**src/rtl/node_pkg.sv**
```systemverilog
`default_nettype none
// ============================================================================
//  Module      : node_pkg
//  Description : Shared definitions for the EER-RL node information block:
//                packet type codes, decode FSM encoding, fixed-point default
//                and the reciprocal helper used to build the hop LUT.
//  Revision    : 1.0 - initial release
// ============================================================================
package node_pkg;

   // Fractional bits of the Q2.14 format used for energy, thresholds and Q
   localparam int unsigned FRAC_W_DEF = 14;

   // Received packet type codes (fPktType)
   localparam logic [2:0] PKT_HB   = 3'b000;
   localparam logic [2:0] PKT_CHE  = 3'b001;
   localparam logic [2:0] PKT_INV  = 3'b010;
   localparam logic [2:0] PKT_CHTS = 3'b100;
   localparam logic [2:0] PKT_DATA = 3'b101;

   // Decode FSM states
   typedef enum logic [1:0] {
      ST_IDLE   = 2'd0,
      ST_DECODE = 2'd1,
      ST_QCALC  = 2'd2,
      ST_DONE   = 2'd3
   } mni_state_e;

   // round(2^frac_w / h); entry 0 is unreachable (hops=0 is never accepted)
   function automatic int unsigned recip_round(input int unsigned h,
                                               input int unsigned frac_w);
      if (h == 0) begin
         return 0;
      end
      return ((32'd1 << frac_w) + (h / 2)) / h;
   endfunction

endpackage : node_pkg
`default_nettype wire

```
**src/rtl/q_init_calc.sv**
```systemverilog
`default_nettype none
// ============================================================================
//  Module      : q_init_calc
//  Description : Initial Q-value = sat((energy * RECIP[min(hops,MAX_HOPS)])
//                >> FRAC_W). Reciprocal table is elaborated from the
//                parameters; result is registered when calc_en_i is high.
//  Revision    : 1.0 - initial release
// ============================================================================
module q_init_calc
   import node_pkg::*;
#(
   parameter int unsigned WORD_W   = 16,
   parameter int unsigned FRAC_W   = FRAC_W_DEF,
   parameter int unsigned MAX_HOPS = 15
) (
   input  logic              clk,
   input  logic              nrst,
   input  logic              calc_en_i,
   input  logic [WORD_W-1:0] energy_i,
   input  logic [WORD_W-1:0] hops_i,
   output logic [WORD_W-1:0] q_o
);

   localparam int unsigned IDX_W = $clog2(MAX_HOPS + 1);

   logic [WORD_W-1:0]   w_recip_lut [MAX_HOPS+1];
   logic [IDX_W-1:0]    w_idx;
   logic [2*WORD_W-1:0] w_prod;
   logic [2*WORD_W-1:0] w_shift;
   logic                w_sat;
   logic [WORD_W-1:0]   w_q_next;
   logic [WORD_W-1:0]   q_q;

   // One constant reciprocal entry per hop count
   generate
      for (genvar h = 0; h <= MAX_HOPS; h++) begin : g_recip
         assign w_recip_lut[h] = WORD_W'(recip_round(h, FRAC_W));
      end
   endgenerate

   // Hop counts beyond the table reuse the farthest entry
   assign w_idx = (hops_i > WORD_W'(MAX_HOPS)) ? IDX_W'(MAX_HOPS)
                                               : hops_i[IDX_W-1:0];

   // Full-width product so the saturation test sees every overflow bit
   assign w_prod   = {{WORD_W{1'b0}}, energy_i} * {{WORD_W{1'b0}}, w_recip_lut[w_idx]};
   assign w_shift  = w_prod >> FRAC_W;
   assign w_sat    = |w_shift[2*WORD_W-1:WORD_W];
   assign w_q_next = w_sat ? {WORD_W{1'b1}} : w_shift[WORD_W-1:0];

   // Capture the Q result only in the calculation cycle
   always_ff @(posedge clk or negedge nrst) begin
      if (!nrst) begin
         q_q <= '0;
      end else if (calc_en_i) begin
         q_q <= w_q_next;
      end
   end

   assign q_o = q_q;

endmodule : q_init_calc
`default_nettype wire

```
**src/rtl/node_info_ctrl.sv**
```systemverilog
`default_nettype none
// ============================================================================
//  Module      : node_info_ctrl
//  Description : Per-node information block of an EER-RL cluster node.
//                Decodes one packet per en_MNI strobe with a busy/done
//                handshake and keeps hop distance, initial Q, CH role,
//                TDMA slot, HB lockout, round count and low-energy flag.
//  Revision    : 1.0 - initial release
// ============================================================================
module node_info_ctrl
   import node_pkg::*;
#(
   parameter int unsigned       WORD_W    = 16,
   parameter logic [WORD_W-1:0] NODE_ID   = 16'h000C,
   parameter int unsigned       FRAC_W    = FRAC_W_DEF,
   parameter int unsigned       MAX_HOPS  = 15,
   parameter int unsigned       ROUND_W   = 8,
   parameter logic [WORD_W-1:0] LOWE_HYST = 16'h0200
) (
   input  logic               clk,
   input  logic               nrst,
   input  logic               en_MNI,
   input  logic [2:0]         fPktType,
   input  logic [WORD_W-1:0]  energy,
   input  logic [WORD_W-1:0]  e_threshold,
   input  logic [WORD_W-1:0]  destinationID,
   input  logic [WORD_W-1:0]  hops,
   input  logic [WORD_W-1:0]  timeslot,
   output logic [WORD_W-1:0]  myNodeID,
   output logic [WORD_W-1:0]  hopsFromSink,
   output logic [WORD_W-1:0]  myQValue,
   output logic               role,
   output logic               low_E,
   output logic [WORD_W-1:0]  myTimeslot,
   output logic               tsValid,
   output logic               hbLock,
   output logic [ROUND_W-1:0] roundCount,
   output logic               busy,
   output logic               mni_done
);

   mni_state_e state_q, state_d;

   // Latched packet fields
   logic [2:0]        pkt_type_q;
   logic [WORD_W-1:0] energy_q;
   logic [WORD_W-1:0] thr_q;
   logic [WORD_W-1:0] dest_q;
   logic [WORD_W-1:0] pkt_hops_q;
   logic [WORD_W-1:0] pkt_ts_q;

   // Node state
   logic [WORD_W-1:0]  hops_from_sink_q, hops_from_sink_d;
   logic               role_q,           role_d;
   logic               low_e_q,          low_e_d;
   logic [WORD_W-1:0]  timeslot_q,       timeslot_d;
   logic               ts_valid_q,       ts_valid_d;
   logic               hb_lock_q,        hb_lock_d;
   logic [ROUND_W-1:0] round_q,          round_d;

   logic              w_load_pkt;
   logic              w_id_match;
   logic              w_hb_ok;
   logic              w_below_thr;
   logic              w_above_hyst;
   logic [WORD_W:0]   w_clear_level;

   assign w_load_pkt = (state_q == ST_IDLE) && en_MNI;
   assign w_id_match = (dest_q == NODE_ID);
   assign w_hb_ok    = !hb_lock_q && (pkt_hops_q != '0);

   // Clear level is one bit wider so threshold + hysteresis never wraps
   assign w_clear_level = {1'b0, thr_q} + {1'b0, LOWE_HYST};
   assign w_below_thr   = (energy_q < thr_q);
   assign w_above_hyst  = ({1'b0, energy_q} >= w_clear_level);

   // Capture the packet on an accepted strobe; decode works only on this copy
   always_ff @(posedge clk or negedge nrst) begin
      if (!nrst) begin
         pkt_type_q <= '0;
         energy_q   <= '0;
         thr_q      <= '0;
         dest_q     <= '0;
         pkt_hops_q <= '0;
         pkt_ts_q   <= '0;
      end else if (w_load_pkt) begin
         pkt_type_q <= fPktType;
         energy_q   <= energy;
         thr_q      <= e_threshold;
         dest_q     <= destinationID;
         pkt_hops_q <= hops;
         pkt_ts_q   <= timeslot;
      end
   end

   // State register for the FSM and node state
   always_ff @(posedge clk or negedge nrst) begin
      if (!nrst) begin
         state_q          <= ST_IDLE;
         hops_from_sink_q <= '1;
         role_q           <= 1'b0;
         low_e_q          <= 1'b0;
         timeslot_q       <= '0;
         ts_valid_q       <= 1'b0;
         hb_lock_q        <= 1'b0;
         round_q          <= '0;
      end else begin
         state_q          <= state_d;
         hops_from_sink_q <= hops_from_sink_d;
         role_q           <= role_d;
         low_e_q          <= low_e_d;
         timeslot_q       <= timeslot_d;
         ts_valid_q       <= ts_valid_d;
         hb_lock_q        <= hb_lock_d;
         round_q          <= round_d;
      end
   end

   // Next-state logic: all node-state updates happen in the DECODE cycle
   always_comb begin
      state_d          = state_q;
      hops_from_sink_d = hops_from_sink_q;
      role_d           = role_q;
      low_e_d          = low_e_q;
      timeslot_d       = timeslot_q;
      ts_valid_d       = ts_valid_q;
      hb_lock_d        = hb_lock_q;
      round_d          = round_q;

      case (state_q)
         ST_IDLE: begin
            if (en_MNI) begin
               state_d = ST_DECODE;
            end
         end
         ST_DECODE: begin
            state_d = ST_DONE;
            // Low-energy hysteresis applies to every packet type
            if (w_below_thr) begin
               low_e_d = 1'b1;
            end else if (w_above_hyst) begin
               low_e_d = 1'b0;
            end
            case (pkt_type_q)
               PKT_HB: begin
                  if (w_hb_ok) begin
                     hb_lock_d        = 1'b1;
                     role_d           = 1'b0;
                     ts_valid_d       = 1'b0;
                     round_d          = round_q + ROUND_W'(1);
                     hops_from_sink_d = pkt_hops_q;
                     state_d          = ST_QCALC;
                  end
               end
               PKT_CHE: begin
                  if (w_id_match) begin
                     role_d = 1'b1;
                  end
               end
               PKT_CHTS: begin
                  hb_lock_d = 1'b0;
                  // A cluster head does not take a slot from another CH
                  if (!role_q && w_id_match) begin
                     timeslot_d = pkt_ts_q;
                     ts_valid_d = 1'b1;
                  end
               end
               PKT_DATA: begin
                  hb_lock_d = 1'b0;
               end
               default: begin
               end
            endcase
         end
         ST_QCALC: begin
            state_d = ST_DONE;
         end
         ST_DONE: begin
            state_d = ST_IDLE;
         end
         default: begin
            state_d = ST_IDLE;
         end
      endcase
   end

   q_init_calc #(
      .WORD_W   (WORD_W),
      .FRAC_W   (FRAC_W),
      .MAX_HOPS (MAX_HOPS)
   ) u_q_init_calc (
      .clk       (clk),
      .nrst      (nrst),
      .calc_en_i (state_q == ST_QCALC),
      .energy_i  (energy_q),
      .hops_i    (pkt_hops_q),
      .q_o       (myQValue)
   );

   assign myNodeID     = NODE_ID;
   assign hopsFromSink = hops_from_sink_q;
   assign role         = role_q;
   assign low_E        = low_e_q;
   assign myTimeslot   = timeslot_q;
   assign tsValid      = ts_valid_q;
   assign hbLock       = hb_lock_q;
   assign roundCount   = round_q;
   assign busy         = (state_q != ST_IDLE);
   assign mni_done     = (state_q == ST_DONE);

endmodule : node_info_ctrl
`default_nettype wire
```
**config.mk**
```make
export PLATFORM = sky130hd
export DESIGN_NAME = node_info_ctrl
export DESIGN_NICKNAME = d
export VERILOG_FILES = /design/src/rtl/node_pkg.sv /design/src/rtl/q_init_calc.sv /design/src/rtl/node_info_ctrl.sv
export SDC_FILE = /design/constraint.sdc
export NUM_CORES = 1
export LEC_CHECK = 0
export CORE_UTILIZATION = 55
export DETAILED_ROUTE_END_ITERATION = 6
export DONT_BUFFER_PORTS = 1
export PLACE_DENSITY = 0.78
export SYNTH_ARGS = -nofsm -noshare
export SYNTH_HDL_FRONTEND = slang
export SYNTH_SLANG_ARGS = --single-unit
```
**constraint.sdc**
```tcl
create_clock -name clk -period 8.1 [get_ports clk]
set_input_delay 1.62 -clock clk [delete_from_list [all_inputs] [get_ports clk]]
set_output_delay 1.62 -clock clk [all_outputs]
set_load 0.1 [all_outputs]
```
Yosys cells after proc, flatten, opt, wreduce, memory -nomap -nowiden
Memories as Yosys holds them, arrays and structs flattened.
Index checks and enable logic that the tools add are counted.
{"block": "word_totals", "ff_bits": 145, "mem_bits_ro": 256, "in_bits": 86, "out_inout_bits": 78, "word_cells": 73, "n_memories": 1}
{"memory": "(no name shown)", "depth": 16, "width": 16, "read_ports": 1, "rd_ports_with_merged_regs": 0, "write_ports": 0, "line_no": "q_init_calc.sv:46", "source": "assign w_prod = {{WORD_W{1'b0}}, energy_i} * {{WORD_W{1'b0}}, w_recip_lut[w_idx]};"}
{"block": "classes", "n_addsub": 2, "multipliers": 1, "magnitude_cmp": 4, "eq_ne": 11, "n_mux": 17, "bitwise_logic": 1, "n_reduce_logical": 21}
{"cell": "two-way mux 16 bit", "count": 3}
{"cell": "multiplier 16 x 16 -> 32 bit", "count": 1}
{"cell": "adder 16 x 10 -> 17 bit (second input constant)", "count": 1}
{"cell": "greater-or-equal comparator 16 x 17 -> 1 bit", "count": 1}
{"cell": "== test 16 x 4 -> 1 bit (second input constant)", "count": 1}
{"cell": "greater-than comparator 16 x 4 -> 1 bit (second input constant)", "count": 1}
{"cell": "< comparator 16 bit", "count": 1}
{"cell": "nonzero test 16 bit", "count": 1}
{"cell": "nonzero test 2 bit", "count": 5}
{"cell": "AND reduction 3 bit", "count": 3}
{"cell": "adder 8 x 1 -> 8 bit (second input constant)", "count": 1}
{"cell": "two-way mux 1 bit", "count": 8}
{"cell": "!= test 2 bit (second input constant)", "count": 4}
{"cell": "one-hot mux 2 bit (4 select lines)", "count": 1}
{"cell": "AND reduction 4 bit", "count": 2}
{"cell": "== test 3 bit (second input constant)", "count": 2}
{"cell": "one-hot mux 1 bit (2 select lines)", "count": 3}
{"cell": "greater-or-equal comparator 5 bit (second input constant)", "count": 1}
{"cell": "NOT 4 -> 5 bit", "count": 1}
{"cell": "== test 2 bit (second input constant)", "count": 2}
{"cell": "two-way mux 4 bit", "count": 1}
{"cell": "OR reduction 2 bit", "count": 2}
{"cell": "== test 3 x 1 -> 1 bit (second input constant)", "count": 1}
{"cell": "logical AND 1 bit", "count": 3}
{"cell": "6 further kinds", "count": 7}

Depth between registers and ports, before layout
{"block": "depth", "word_depth": 9, "ltp_mapped": 34, "depth_no_buf": 31}

Modules after synthesis
Synthesis repeated with hierarchy kept, for this count alone.
{"block": "hier_totals", "hier_cells": 1489, "hier_area_um2": 14914.3}
{"module": "q_init_calc", "n_inst": 1, "cells_each": 1022, "area_each_um2": 8991.1, "seq_area_each_um2": 400.4}
{"module": "node_info_ctrl", "n_inst": 1, "cells_each": 467, "area_each_um2": 5923.2, "seq_area_each_um2": 3248.1}

Worst setup path before layout
No wires, ideal clock.
{"block": "synth_path", "path_type": "reg2reg", "start": "register pkt_hops_q[13]", "end": "register u_q_init_calc.q_q[10], in the netlist u_q_init_calc.q_o[10]", "setup_ps": 121, "t_arrival_ps": 7856, "required_ps": 7979, "path_slack_ps": 123, "stages_incl_launch_ff": 31, "path_buffers": 3, "synth_period_minus_slack_ps": 7977, "path_cell_list": "dfrtp_1 > or4_4 > nor3_1 > nand2b_1 > inv_1 > ha_1 > a21oi_1 > nor3_1 > clkbuf_1 > nand2_1 > fa_1 > inv_1 > fa_1 > fa_1 > fa_1 > fa_1 > inv_1 > fa_1 > inv_1 > ha_1 > clkbuf_1 > a21oi_1 > o21a_1 > o21bai_1 > a221oi_1 > o21ai_0 > a31oi_2 > xnor2_2 > o211ai_4 > buf_6 > o22a_1"}
{"block": "synth_between", "elab_chain_cells": 9}
{"element": "start, declared", "line_no": "node_info_ctrl.sv:49", "source": "logic [WORD_W-1:0] pkt_hops_q;"}
{"element": "start signal, assigned", "line_no": "node_info_ctrl.sv:91", "source": "pkt_hops_q <= hops;"}
{"element": "greater-than comparator 16 x 4 -> 1 bit (*)", "line_no": "q_init_calc.sv:42", "source": "assign w_idx = (hops_i > WORD_W'(MAX_HOPS)) ? IDX_W'(MAX_HOPS)"}
{"element": "two-way mux 4 bit (*)", "line_no": "q_init_calc.sv:42"}
{"element": "NOT 4 -> 5 bit (implied by the code) (*)", "line_no": "q_init_calc.sv:46"}
{"element": "memory read (16 x 16 bit) (*)"}
{"element": "two-way mux 16 bit (implied by the code) (*) (2 in series)", "line_no": "q_init_calc.sv:46"}
{"element": "multiplier 16 x 16 -> 32 bit (*)", "line_no": "q_init_calc.sv:46"}
{"element": "OR reduction 2 bit", "line_no": "q_init_calc.sv:48", "source": "assign w_sat = |w_shift[2*WORD_W-1:WORD_W];"}
{"element": "two-way mux 16 bit (*)", "line_no": "q_init_calc.sv:49", "source": "assign w_q_next = w_sat ? {WORD_W{1'b1}} : w_shift[WORD_W-1:0];"}
{"element": "end signal, assigned", "line_no": "q_init_calc.sv:56", "source": "q_q <= w_q_next;"}
{"element": "end, declared", "line_no": "q_init_calc.sv:32", "source": "logic [WORD_W-1:0] q_q;"}
Mark *: on every way between the ends. The rest lies on a longest branch, timed or not. The select of a mux whose other input is x is not followed.
A chain may end at the register's enable or synchronous reset.

Final worst setup path
{"block": "layout_path", "start": "register pkt_hops_q[7]", "end": "register u_q_init_calc.q_q[0], in the netlist u_q_init_calc.q_o[0]"}
The elaborated chain is that of the path after synthesis.

==> reports/summary.md <==
The run finished with clean final reports. For this run, the leading register cell type out of synthesis is sky130_fd_sc_hd__dfrtp_1. In the synthesized netlist, the number of instances is 1493. The commonest cells after synthesis are sky130_fd_sc_hd__inv_1 (242), sky130_fd_sc_hd__nand2_1 (212), sky130_fd_sc_hd__fa_1 (180). The placeable core region is 26400 µm², and the final RePlAce weighted congestion is 0.903. Synthesis inferred 145 register bits.

For the total routed wirelength, the log shows 34.3 mm. The multi-input combinational cells in the finished layout cover a total of 10300 µm². In this run the cell area of the synthesized design comes to 14900 µm². Average routed wire per standard cell: 18.6 µm. Cell type with the largest total area after synthesis: sky130_fd_sc_hd__fa_1. In this run, CTS created clock tree buffers numbering 17. After detailed routing, the number of remaining DRC violations is 0. The startpoint kind of the worst setup timing path was a flip-flop.

The logs give 0.16 ns for the worst-case register-to-register setup slack and 11.2k for the number of global-route vias before repair. The run gives 8.42 ns as the required arrival time at the worst endpoint. For this run, the register share of the synthesized area comes to 24.4%. Yosys instantiated no cell more often than sky130_fd_sc_hd__inv_1. The run gives 2 as the deepest clock path buffer count.

For this design the top-level I/O count stands at 164. The total overflow left after global routing is 0. Clock-pin slew was measured on the worst setup and hold paths at 0.07 ns.

For this run, the slowest stage of the critical path takes 0.59 ns. The die is 167 µm tall. For this design, the slowest cell found on the critical path is sky130_fd_sc_hd__or4_4.

The die covers 27800 µm². The via density per instance came out at 5.70. Compared with the post-synthesis result, the final layout area differs by 8.58%. In the final timing run, aggregate negative setup slack is 0 ns.

Data on the critical path arrives at its endpoint at 8.27 ns. The tools report the headroom to the max-slew limit as 19.9%. Detailed placement finished with a half-perimeter wire length of 25.6 mm. For the max-slew violation total from the final report, the log shows 0. TritonCTS built the clock tree.

Before antenna repair, the detailed router went through 6 iterations. The net count of the finished layout is 1909. The cell seen most often among critical-path stages was sky130_fd_sc_hd__fa_1.

The average cell area after synthesis was 10.0 µm². Number of fill cells in the layout: 2033. The run gives 0 as the final-report hold violation count. After the first detailed-routing iteration, the DRC count stood at 596.

Of the available clock period, the critical path in the final layout requires 98.1%. Clock latency on the worst-skew pair, taken at its later pin, is 0.44 ns. The transition time at the pin with the least slew margin is 1.19 ns, and the largest net degree at the start of global routing is 146.

The initial utilization of the core area, before any placement, comes to 56.7%. The number of synthesized flops with an enable pin is 0. The cell sitting at the root of the clock tree is a sky130_fd_sc_hd__clkbuf_16.

The initial antenna violation count is 9. Measured along the x axis, the die boundary spans 167 µm. In the final layout, flip-flops and latches occupy 3650 µm².

The count of buffers added on input and output ports is 0. The worst setup path category was reg2reg. By area the synthesized netlist is led by sky130_fd_sc_hd__fa_1 (24%), sky130_fd_sc_hd__dfrtp_1 (22%), sky130_fd_sc_hd__ha_1 (12%), sky130_fd_sc_hd__mux2_2 (7.5%), sky130_fd_sc_hd__inv_1 (6.1%). The number of max-cap violations was 0; the number of nets with antenna violations after routing was 0. In the global route stage, overall resource usage came out at 25.2%. The wire length of the first global-routing pass is 55.6 mm, and the number of warnings reported in the yosys synthesis log is 0. Count of different cell masters after synthesis: 67. Clock skew on the completed layout was measured at 0.00928 ns. Subtracting the final worst setup slack from the clock period gives 7.94 ns.

The logs give 59 for the number of rows created at floorplan and 10.6k for the via count. The synthesized design devotes to its leading area cell type 24.1% of total area. The maximum fanout count along the critical path came out at 16. The worst hold path belongs to the class reg2reg. The fraction of synthesis flops using an asynchronous set or reset pin is 100%, and the clock net sink count is 145.

The H-tree generated during clock tree synthesis spans 4 levels. Setup violations remaining at the end of the flow were counted as 0. The worst setup path is captured at a flip-flop. The top achievable clock speed was 0.126 GHz; the fraction of layout cells with a size suffix above 1 was 16.8%.
## stage by stage
stage               instance area [µm²]  cells  hold slack [ns]  setup WS [ns]  utilization [%]
finish                            16200   1850            0.503          0.156             61.6
global route                      16200   1848            0.525        -0.0832             61.6
CTS                               15900   1829            0.504        0.00598             60.4
detailed placement                15300   1796            0.489         -0.230             57.9
global placement                  15300   1796            0.479        -0.0387             57.9
floorplan                         15000   1507            0.470          0.123                -
## layout by cell type, fill, tap and decap left out, types with 8 or more instances in the layout
master	instances
sky130_fd_sc_hd__a21o_1	15
sky130_fd_sc_hd__and2_1	104
sky130_fd_sc_hd__nor2_1	26
sky130_fd_sc_hd__dfrtp_1	129
sky130_fd_sc_hd__xnor2_1	20
sky130_fd_sc_hd__dfstp_2	16
sky130_fd_sc_hd__ha_1	141
sky130_fd_sc_hd__mux2_2	99
sky130_fd_sc_hd__conb_1	16
sky130_fd_sc_hd__o21a_1	11
sky130_fd_sc_hd__o22a_1	13
sky130_fd_sc_hd__nor2b_1	9
sky130_fd_sc_hd__fa_1	180
sky130_fd_sc_hd__a21oi_1	35
sky130_fd_sc_hd__clkbuf_16	17
sky130_fd_sc_hd__o21ai_0	9
sky130_fd_sc_hd__and3_1	11
sky130_fd_sc_hd__nand3_1	10
sky130_fd_sc_hd__nand4_1	13
sky130_fd_sc_hd__nand2_1	208
sky130_fd_sc_hd__inv_1	240
sky130_fd_sc_hd__nor3_1	8
sky130_fd_sc_hd__buf_4	38
## registers in the layout, indices dropped and copies added (netlist names), 2 cells and up
| name | cells |
|---|---|
| state_q | 2 |
| energy_q | 16 |
| pkt_ts_q | 16 |
| pkt_hops_q | 16 |
| pkt_type_q | 3 |
| myTimeslot | 16 |
| u_q_init_calc.q_o | 16 |
| dest_q | 16 |
| thr_q | 16 |
| hopsFromSink | 16 |
| roundCount | 8 |
## layer usage
metal  wire (µm)  global-route usage [%]  vias up  part of all wire, %
met5          20                       0        -                0.058
met4        1040                    9.86        4                  3.0
met3        2460                    6.04       77                  7.2
met2       17200                    42.5      391                   50
met1       13600                    31.3     5322                   40
li1            -                       -     4758                    -
## repair_timing
action | in CTS | in global routing
setup buffers | 1 | 13
endpoints found under the setup margin | 16 | 16
gates cloned | 0 | 1
resized for setup | 8 | 43
hold buffers | 0 | 0
hold endpoints to repair | 0 | 0
pin swaps | 1 | 14
## worst paths after layout
path                                      startpoint                               end  depth (start not counted)
min reg2reg                  pkt_ts_q[3]$_DFFE_PN0P_           pkt_ts_q[3]$_DFFE_PN0P_                          1
max reg2reg                pkt_hops_q[7]$_DFFE_PN0P_  u_q_init_calc.q_o[0]$_DFFE_PN0N_                         30
max                        pkt_hops_q[7]$_DFFE_PN0P_  u_q_init_calc.q_o[0]$_DFFE_PN0N_                         30
min                          pkt_ts_q[3]$_DFFE_PN0P_           pkt_ts_q[3]$_DFFE_PN0P_                          1
max in group asynchronous                       nrst       hopsFromSink[3]$_DFFE_PN1P_                          0
min in group asynchronous                       nrst  u_q_init_calc.q_o[4]$_DFFE_PN0N_                          0
## final cells by class
| cell class | instances | area share (%) |
|---|---|---|
| multi-input cells | 1047 | 63.4 |
| flip-flops and latches | 145 | 22.5 |
| inverters | 242 | 5.60 |
| clock buffers | 17 | 2.62 |
| well taps | 335 | 2.58 |
| repair buffers | 42 | 2.09 |
| clock inverters | 15 | 1.09 |
| diodes | 7 | 0.108 |
## worst max-delay path: cells and delay by family (launching register included)
kind	cells	cell delay, ns
flops	1	0.42
simple gates	4	1.08
xor+xnor	1	0.16
compound gates	10	1.96
fa+ha+maj	8	3.49
buf+inv	7	0.72
## cells by family after synthesis
logic type      share of synthesized area (%)
flops                                    24.4
simple gates                             14.2
buf+inv                                  8.62
mux                                      7.53
compound gates                           7.02
xor+xnor                                 1.63
fa+ha+maj                                36.5
other cells                            0.0503
Power is left out: the tool's default activity adds up to more than one toggle a clock period on the data nets, which glitch-free logic cannot reach.
